<file path="src/rtl/rr_peak_reader.sv">
// rr_peak_reader: R-peak picker for the QRS detector output stream.
// Finds the maximum of each above-threshold excursion, enforces a refractory
// window after every accepted beat, reports the R-R interval in samples and
// flags a timeout when no beat arrives for MAX_RR samples.
module rr_peak_reader #(
   parameter int DATA_W     = 32,
   parameter int CNT_W      = 16,
   parameter int REFRACTORY = 50,
   parameter int MAX_RR     = 2000
) (
   input  logic                     clk,
   input  logic                     rst,
   input  logic                     in_valid,
   input  logic signed [DATA_W-1:0] dn,
   input  logic signed [DATA_W-1:0] threshold,
   output logic                     beat,
   output logic signed [DATA_W-1:0] peak_val,
   output logic        [CNT_W-1:0]  rr_interval,
   output logic                     rr_valid,
   output logic                     timeout
);

   localparam int RW = $clog2(REFRACTORY + 1);

   typedef enum logic [1:0] {WAIT_LOW, SEARCH, TRACK, REFRAC} state_t;

   state_t                   state, state_n;
   logic signed [DATA_W-1:0] peak_reg;
   logic        [CNT_W-1:0]  idx;
   logic        [CNT_W-1:0]  peak_idx;
   logic        [CNT_W-1:0]  last_idx;
   logic        [CNT_W-1:0]  since_cnt;
   logic        [RW-1:0]     refr_cnt;
   logic                     has_prev;
   logic                     above;
   logic                     load_peak;
   logic                     accept;
   logic                     tmo_hit;

   // Next-state decode; the FSM only moves on a valid sample. Equality with
   // the threshold counts as below, and a tie in TRACK keeps the earlier peak.
   always_comb begin
      state_n   = state;
      load_peak = 1'b0;
      accept    = 1'b0;
      above     = (dn > threshold);
      if (in_valid) begin
         case (state)
            WAIT_LOW: if (!above) state_n = SEARCH;
            SEARCH: begin
               if (above) begin
                  load_peak = 1'b1;
                  state_n   = TRACK;
               end
            end
            TRACK: begin
               if (above) begin
                  if (dn > peak_reg) load_peak = 1'b1;
               end else begin
                  accept  = 1'b1;
                  state_n = REFRAC;
               end
            end
            REFRAC: if (refr_cnt == RW'(REFRACTORY - 1)) state_n = WAIT_LOW;
            default: state_n = WAIT_LOW;
         endcase
      end
      // A beat on the same sample as the MAX_RR crossing suppresses the timeout.
      tmo_hit = in_valid && !accept && has_prev && (since_cnt == CNT_W'(MAX_RR - 1));
   end

   // State register.
   always_ff @(posedge clk) begin
      if (rst) state <= WAIT_LOW;
      else     state <= state_n;
   end

   // Sample index, refractory/timeout counters and the history flag.
   always_ff @(posedge clk) begin
      if (rst) begin
         idx       <= '0;
         refr_cnt  <= '0;
         since_cnt <= '0;
         has_prev  <= 1'b0;
         last_idx  <= '0;
      end else if (in_valid) begin
         idx <= idx + 1'b1;
         if (accept)              refr_cnt <= '0;
         else if (state == REFRAC) refr_cnt <= refr_cnt + 1'b1;
         if (accept)                          since_cnt <= '0;
         else if (since_cnt != CNT_W'(MAX_RR)) since_cnt <= since_cnt + 1'b1;
         if (accept)       has_prev <= 1'b1;
         else if (tmo_hit) has_prev <= 1'b0;
         if (accept) last_idx <= peak_idx;
      end
   end

   // Running peak of the current excursion; always loaded before it is read.
   always_ff @(posedge clk) begin
      if (in_valid && load_peak) begin
         peak_reg <= dn;
         peak_idx <= idx;
      end
   end

   // Registered outputs: single-cycle pulses plus held peak and interval.
   always_ff @(posedge clk) begin
      if (rst) begin
         beat        <= 1'b0;
         rr_valid    <= 1'b0;
         timeout     <= 1'b0;
         peak_val    <= '0;
         rr_interval <= '0;
      end else begin
         beat     <= accept;
         rr_valid <= accept && has_prev;
         timeout  <= tmo_hit;
         if (accept) begin
            peak_val    <= peak_reg;
            rr_interval <= peak_idx - last_idx;
         end
      end
   end

endmodule

</file>
<file path="config.mk">
export PLATFORM = sky130hd
export DESIGN_NAME = rr_peak_reader
export DESIGN_NICKNAME = d
export VERILOG_FILES = /design/src/rtl/rr_peak_reader.sv
export SDC_FILE = /design/constraint.sdc
export NUM_CORES = 1
export LEC_CHECK = 0
export CAP_MARGIN = 20
export CORE_ASPECT_RATIO = 0.6
export CORE_MARGIN = 10
export CORE_UTILIZATION = 50
export DETAILED_ROUTE_END_ITERATION = 10
export MAX_ROUTING_LAYER = met4
export PLACE_DENSITY = 0.77
export SYNTH_ARGS = -nofsm -noshare
export SYNTH_HDL_FRONTEND = slang
export SYNTH_SLANG_ARGS = --single-unit
</file>
<file path="constraint.sdc">
create_clock -name clk -period 4.3 [get_ports clk]
set_clock_uncertainty 0.05 [all_clocks]
set_input_delay 0.86 -clock clk [delete_from_list [all_inputs] [get_ports clk]]
set_output_delay 0.86 -clock clk [all_outputs]
set_load 0.01 [all_outputs]
</file>
# --- Word-level counts from Yosys, hierarchy flattened ---
# Index checks and enable logic that the tools add are counted.
totals:
  in_bits: 67
  out_inout_bits: 51
  register_bits: 156
  word_cells: 63
op_classes:
  add_sub_neg: 4
  n_lt_le_gt_ge: 2
  muxes: 19
  n_reduce_logical: 15
  eq_ne: 10
ops:
  columns: ["operator", "count"]
  rows:
  - ["$gt 32x32->1", 2]
  - ["$add 16x1->16 const B", 2]
  - ["$mux 16", 2]
  - ["$eq 16x11->1 const B", 1]
  - ["$ne 16x11->1 const B", 1]
  - ["$sub 16x16->16", 1]
  - ["$mux 6", 2]
  - ["$mux 1", 9]
  - ["$mux 2", 4]
  - ["$ne 2x2->1 const B", 4]
  - ["$pmux 2 s4", 1]
  - ["$reduce_and 2->1", 4]
  - ["$add 6x1->6 const B", 1]
  - ["$eq 6x6->1 const B", 1]
  - ["$reduce_bool 2->1", 3]
  - ["$logic_and 1x1->1", 5]
  - ["$reduce_and 5->1", 1]
  - ["$eq 2x2->1 const B", 2]
  - ["$eq 2x1->1 const B", 1]
  - ["$logic_not 2->1", 1]
  - ["$pmux 1 s2", 1]
  - ["$logic_not 1->1", 1]

# --- Longest topological paths before layout ---
depth:
  depth_word: 10
  depth_mapped: 12
  mapped_depth_nobuf: 11

# --- Worst setup path before layout ---
# OpenSTA, ideal clock, no wires.
synth_path:
  path_kind: "input -> register"
  start: "input dn[17]"
  end: "register peak_idx[0] (enable)"
  path_slack_ns: 0.196
  setup_ns: 0.409
  required_time_ns: 3.841
  n_path_buf: 0
  path_stages: 9
  t_arrival_ns: 3.644
  cell_sequence: "ha_1 a21o_1 a21o_1 a21oi_1 o21ai_0 a221o_1 a211oi_1 mux2i_1 o2111a_1"
synth_via:
  elab_chain_cells: 6
  word_cells_on_any_way: 8
  cone_classes: "order compare (2); mux (5); reduce/logical (1)"
synth_rtl:
  columns: ["element", "line", "text"]
  rows:
  - ["start, declared", "14", "input logic signed [DATA_W-1:0] dn,"]
  - ["$gt 32x32->1", "58", "if (dn > peak_reg) load_peak = 1'b1;"]
  - ["$mux 1", "58", null]
  - ["$mux 1", "57", "if (above) begin"]
  - ["$pmux 1 s2 (*)", "48", "case (state)"]
  - ["$mux 1 (*)", "47", "if (in_valid) begin"]
  - ["$logic_and 1x1->1 (*)", "100", "if (in_valid && load_peak) begin"]
  - ["end signal, assigned", "102", "peak_idx <= idx;"]
  - ["end, declared", "30", "logic [CNT_W-1:0] peak_idx;"]
# Every way passes the cells marked *; elsewhere a longest branch is shown, timed or not.
# A chain may end at the register's enable or synchronous reset.

# --- Worst setup path after layout ---
layout_path:
  start: "input dn[5]"
  end: "register rr_interval[4]"
layout_via:
  elab_chain_cells: 4
layout_rtl:
  columns: ["element", "line", "text"]
  rows:
  - ["$gt 32x32->1", "46", "above = (dn > threshold);"]
  - ["$mux 1", "57", null]
  - ["$mux 1", "48", null]
  - ["$mux 1", "47", null]
  - ["end signal, assigned", "120", "rr_interval <= peak_idx - last_idx;"]
  - ["end, declared", "18", "output logic [CNT_W-1:0] rr_interval,"]
# Every way passes these cells.

==> metrics.yaml <==
dp_hpwl_um: 14600
synth_compound_area_share_pct: 12.9
die_w_um: 184
cpMaxStageDelayCell: "or4_4"
synth.largest_area_cell: "dfxtp_1"
final_area_sq_um: 10200
drc_errors: 0
pin_count: 118
wl_per_cell_um: 16.3
status: "finished clean"
cts_buffers: 17
grt_pass1_wl_um: 32600
synth-warning-count: 0
netSwitchingFraction_pct: 23.7
dieArea_sq_um: 21700
clockRootBuffer: "clkbuf_16"
synth_area_per_cell_sq_um: 9.09
dpl_cell_area_sq_um: 9520
ant_nets: 0
cts_hold_buf: 0
fin_crit_sh_pct: 87.1
drive_above_1_share_pct: 6.15
yosysTopAreaCellShare_pct: 26.9
cts_tree: "yes"
slew_headroom_pct: 40.0
synthMuxAreaShare_pct: 0.901
grt_max_degree: 46
yosysMostFrequentCell: "nand2_1"
dr.pass1.iters: 6
crit_arrival_ps: 4050
power.density_nw_per_um2: 344
slew_viol_final: 0
startpoint_type: "primary input"
ctsHtreeMaxLevel: 4
ys_types: 54
clock-sinks: 156
setup_viol: 0
drv_cap: 0
fmax_ghz: 0.267
num_rows: 35
track_usage_pct: 18.7
place_congestion: 0.833
rsz0062_at_grt: "false"
clk_pin_slew_ps: 60
post_cts_buffers: 0
synth_ff_type: "dfxtp_1"
numPortBuffers: 117
hold_viol_final: 0
core_region_area_sq_um: 15500
drt-total-wl_um: 20000
drtIter0Drc: 531
cp_cell_sequence: "clkdlybuf4s50_1 > ha_1 > a21oi_1 > o21ai_1 > o2bb2ai_1 > o41a_1 > or4_4 > a21o_2 > or3_1 > a21oi_1"
clock_path_buffers: 2
power_frac_seq_pct: 44.3
crit_family: "compound AO/OA/AOI/OAI gates"
grt_pass1_vias: 6417
fin_setup_tns_ps: 0
p_comb_share_pct: 9.2
fp.dieH_um: 118
worstSetupEndpointType: "flip-flop"
vias: 6551
clock_power_share_pct: 46.5
fillers: 1256
yosys-top-cells-area: "dfxtp_1, edfxtp_1, ha_1"
syn-num-nets: 1043
ys_ff_latch: 156
min_path_type: "flip-flop to flip-flop"
num_antenna_cells: 0
async_reset_ff_share_pct: 0
synth_xor_area_share_pct: 4.02
via_per_inst: 5.34
total_power_uw: 3500
synth-edff-count: 48
p_int_uw: 2670
tightest_slew_ps: 900
p_leak_uw: 0.00406
synth-seq-area-share_pct: 44.8
clk_latency_ps: 430
antenna_found_initial: 0
netlist_area_sq_um: 8050
cp.required_ps: 4600
cp_common_cell: "a21oi_1"
synth_commonest_cells: "nand2_1, dfxtp_1, inv_1, a21oi_1, ha_1"
start_util_pct: 51.8
final_nets: 1168
ir_drop_mv: 0.237
cpPeakStageDelay_ps: 570
syn_to_final_growth_pct: 26.2
whs_ps: 382
synth_cells: 886
critPathBufInv: 1
cts_resized: 0
min_period_ps: 3750
crit_type: "primary input to flip-flop"
synth_fa_ha_area_share_pct: 14.1
synth_top_family_by_area: "simple AND/OR/NAND/NOR gates"
p_sw_uw: 828
grt.overflow.total: 0
synth-simple-area-share_pct: 17.3
cp_max_fo: 15
[power groups by stage]
stage	clock network, uW	registers (uW)	logic [uW]
after floorplan	0	1580	175
after global placement	0	1580	310
after detailed placement	0	1580	319
after CTS	1650	1550	323
after global routing	1710	1550	362
final	1630	1550	324
[through the flow]
step	setup WS, ps	utilization [%]	instances
after floorplan	196	-	886
after global placement	199	61.2	1195
after detailed placement	149	61.2	1195
after CTS	597	65.4	1227
after global routing	424	65.4	1227
final	553	65.4	1227
[layer usage]
layer | track usage, % | part of all wire (%)
met1 | 26.7 | 51
met2 | 26.6 | 42
met3 | 3.55 | 5.9
met4 | 4.43 | 0.84
met5 | - | 0
[layout by cell type (no fill, tap or decap), types with 4 or more instances in the layout]
cell / netlist / layout
edfxtp_1: 48 / 48
nor2_1: 46 / 46
o21ai_0: 21 / 21
ha_1: 89 / 89
and3_1: 15 / 15
nor2b_1: 6 / 6
or3_1: 9 / 9
nand2b_1: 5 / 5
nand3b_1: 4 / 4
a21o_1: 17 / 16
nand2_1: 150 / 150
mux2i_1: 5 / 5
clkdlybuf4s50_1: 0 / 116
inv_6: 0 / 4
a21oi_1: 93 / 93
a211oi_1: 5 / 5
xnor2_1: 14 / 14
nand4_1: 22 / 22
nand3_1: 14 / 14
nor3_1: 10 / 10
buf_4: 4 / 16
and4_1: 6 / 6
o21a_1: 7 / 7
inv_1: 94 / 94
clkbuf_16: 0 / 18
dfxtp_1: 108 / 108
xor2_1: 23 / 23
[worst reg2reg max path: stages (launching register included)]
cell      delay (ps)
edfxtp_1         380
inv_1             70
ha_1             260
a21o_1           210
a21o_1           170
a21oi_1          130
o21ai_0          100
a221o_1          320
a211oi_1         280
mux2i_1          240
o2111a_2         270
buf_12           220
[worst paths after layout]
| kind | slack (ps) | cells after the start | to | start |
|---|---|---|---|---|
| setup / recovery | 550 | 10 | rr_interval[4] | dn[5] |
| hold / removal | 380 | 0 | peak_idx[14] | idx[14] |
| setup reg to reg | 1280 | 11 | peak_reg[6] | peak_reg[17] |
| hold reg to reg | 380 | 0 | peak_idx[14] | idx[14] |
[kinds of logic after synthesis]
| kind of cell | count (synthesis) |
|---|---|
| fa+ha+maj | 90 |
| compound gates | 172 |
| buf+inv | 124 |
| xor+xnor | 37 |
| flops | 156 |
| mux | 7 |
| simple gates | 300 |
[layout make-up]
type	count	area [sq um]	share of cell area, %
clock buffers	19	464	4.57
clock inverters	13	175	1.72
inverters	94	353	3.47
multi-input cells	606	3970	39.0
flip-flops and latches	156	3600	35.5
well taps	203	254	2.50
repair buffers	136	1350	13.2
(Power assumes the default switching activity.)
==> variant (same settings) <==
Add an input register stage for `threshold`, with the module's reset; this delays it by one clock. The other inputs are not delayed to match.
--- a/src/rtl/rr_peak_reader.sv
+++ b/src/rtl/rr_peak_reader.sv
@@ -25,4 +25,14 @@
    typedef enum logic [1:0] {WAIT_LOW, SEARCH, TRACK, REFRAC} state_t;
 
+   logic signed [DATA_W-1:0] threshold_q;
+
+   always_ff @(posedge clk) begin
+      if (rst) begin
+         threshold_q <= '0;
+      end else begin
+         threshold_q <= threshold;
+      end
+   end
+
    state_t                   state, state_n;
    logic signed [DATA_W-1:0] peak_reg;
@@ -44,5 +54,5 @@
       load_peak = 1'b0;
       accept    = 1'b0;
-      above     = (dn > threshold);
+      above     = (dn > threshold_q);
       if (in_valid) begin
          case (state)
Behaviour: not the same (Yosys sat finds a counterexample within 4 cycles, from zero or initial values and one cycle with rst high).
==> variant against the unedited design <==
  * Die area increased by 8.4%
  * Synthesized area increased by 9.8%
  * Worst setup slack improved by 0.10 ns
  * Hold slack improved by 0.034 ns
  * Via count decreased by 1.2%
  * Largest cell class is now flip-flops and latches
  * Power increased by 9.3%
  * Sequential cell count increased by 32
  * Highest routed layer unchanged
  * Design area increased by 7.0%
  * Routed wire length decreased by 0.38%
==> variant: results (changes against the unedited design) <==
Synth
  • Yosys warnings: 0 (unchanged)
  • Yosys cell types: 51 (-5.6%)
  • Post-synthesis compound-gate area fraction: 8.23% (-4.6 points)
  • Syn nets: 1048 (+0.48%)
  • Post-synthesis xor/xnor area fraction: 3.96% (-0.063 points)
  • Top cells by area, synth: dfxtp_1, edfxtp_1, ha_1
  • Mux cell area share after synthesis: 6.92% (+6.0 points)
  • Post-synth EDFFs: 48 (unchanged)
  • Post-synthesis sequential area ratio: 48.0% (+3.2 points)
  • Post-synth ARST share: 0% (unchanged)
  • Top cells by count, synth: dfxtp_1, nor2_1, inv_1
  • Main combinational cell family by area after synthesis: simple AND/OR/NAND/NOR gates
  • Synth Area in Adders: 12.8% (-1.3 points)

CTS
  • # H-tree levels: 4 (unchanged)
  • Root Buffer: clkbuf_16
  • Worst skew pair latency: 0.43 ns (about the same)
  • Num CTS Buffers: 17 (unchanged)
  • Clock Tree Buf Depth: 2 (unchanged)
  • Clock slew at reported path FFs: 0.07 ns
  • Post_cts resized: 0 (unchanged)
  • Setup Fix Bufs, Post-CTS: 0 (unchanged)

Detailed routing
  • DRT iter0 DRCs: 331 (-38%)
  • Vias: 6471 (-1.2%)
  • Drt first pass iters: 5 (-1)
  • Total routed wirelength: 19.9 mm (-0.38%)

Global route
  • First-pass GRT wire length: 32.6 mm (+0.15%)
  • Grt met2 use: 26.5% (-0.13 points)
  • Tot GR Track Use: 17.5% (-1.2 points)
  • Initial antenna violation count: 0 (unchanged)
  • Met1 GRT Util: 23.0% (-3.7 points)
  • GRT met3 Usage: 4.75% (+1.2 points)
  • Largest net degree at the start of global routing: 80 (+74%)

Setup path
  • Worst path max stage delay: 0.49 ns (-0.08 ns)
  • Family with the most delay on the worst path: compound AO/OA/AOI/OAI gates
  • CP max FO: 23 (+8)
  • Worst path slowest cell: clkdlybuf4s50_1
  • Reg2Reg Depth: 10 (-1)
  • Data arrival time of the critical path: 3.77 ns (-0.28 ns)

Timing
  • Slew HR: 43.5% (+3.5 points)

Min path
  • WHS Path Cells: 0 (unchanged)
  • HP Class: reg2reg

Place
  • I/O Buffers: 117 (unchanged)
  • HPWL after detailed placement: 14.9 mm (+1.8%)
  • Gp weighted congestion: 0.856 (+2.8%)
  • Post-Place Cell Area: 0.0103 sq mm (+8.4%)

Status
  • Status: completed

Final layout
  • Area of the multi-input gates: 0.00416 sq mm (+4.9%)
  • Ant. Diodes: 0 (unchanged)
  • Layout cell share with drive strength beyond 1: 4.20% (-2.0 points)
  • Fill cells: 1423 (+13%)
  • Final nets: 1169 (+0.086%)

Power
  • Leak: 4.16 nW (+2.6%)
  • Max VDD drop: 247 uV (+3.9%)
variant: cells by family (layout without fill, tap and decap cells):
logic type | after synthesis | in the layout
mux | 61 | 61
buf+inv | 116 | 250
fa+ha+maj | 90 | 90
simple gates | 283 | 283
flops | 188 | 188
xor+xnor | 40 | 40
compound gates | 113 | 113
variant: layout make-up:
cell class	instances	area share (%)
Timing Repair Buffer	127	11.8
Clock inverter	12	1.06
Clock buffer	20	4.02
Tap cell	234	2.69
Inverter	91	3.14
Multi-Input combinational cell	587	38.3
Sequential cell	188	39.0
variant: worst paths after layout:
| kind | end | from | slack (ns) |
|---|---|---|---|
| setup / recovery | peak_idx[8] | dn[9] | 0.65 |
| hold / removal | peak_idx[15] | idx[15] | 0.42 |
| setup reg to reg | peak_reg[18] | peak_reg[31] | 1.19 |
| hold reg to reg | peak_idx[15] | idx[15] | 0.42 |
variant: worst reg2reg max path, cell delays in order (launching register included):
cell	delay, ns
edfxtp_1	0.38
inv_1	0.06
ha_1	0.32
nand3_1	0.12
nor4_1	0.60
nand2_1	0.15
o211ai_1	0.23
a2111oi_0	0.11
a211oi_1	0.28
o2111a_2	0.28
buf_12	0.21
variant: power breakdown:
| group | switching, W | internal [W] |
|---|---|---|
| combinational | 0.000213 | 0.000203 |
| sequential | 0.0000280 | 0.00186 |
| clock | 0.000711 | 0.000808 |
variant: stage by stage:
step	cells	setup slack [ns]	power, W
6_report	1259	0.654	0.00382
5_1_grt	1259	0.513	0.00398
3_5_place_dp	1227	0.266	0.00234
3_3_place_gp	1227	0.369	0.00233
4_1_cts	1259	0.693	0.00385
2_1_floorplan	891	0.278	0.00217
variant: routing by layer:
metal	vias up	share of wire, %
li1	3284	-
met1	3028	49
met4	0	0.94
met5	-	0
met2	137	44
met3	22	5.6
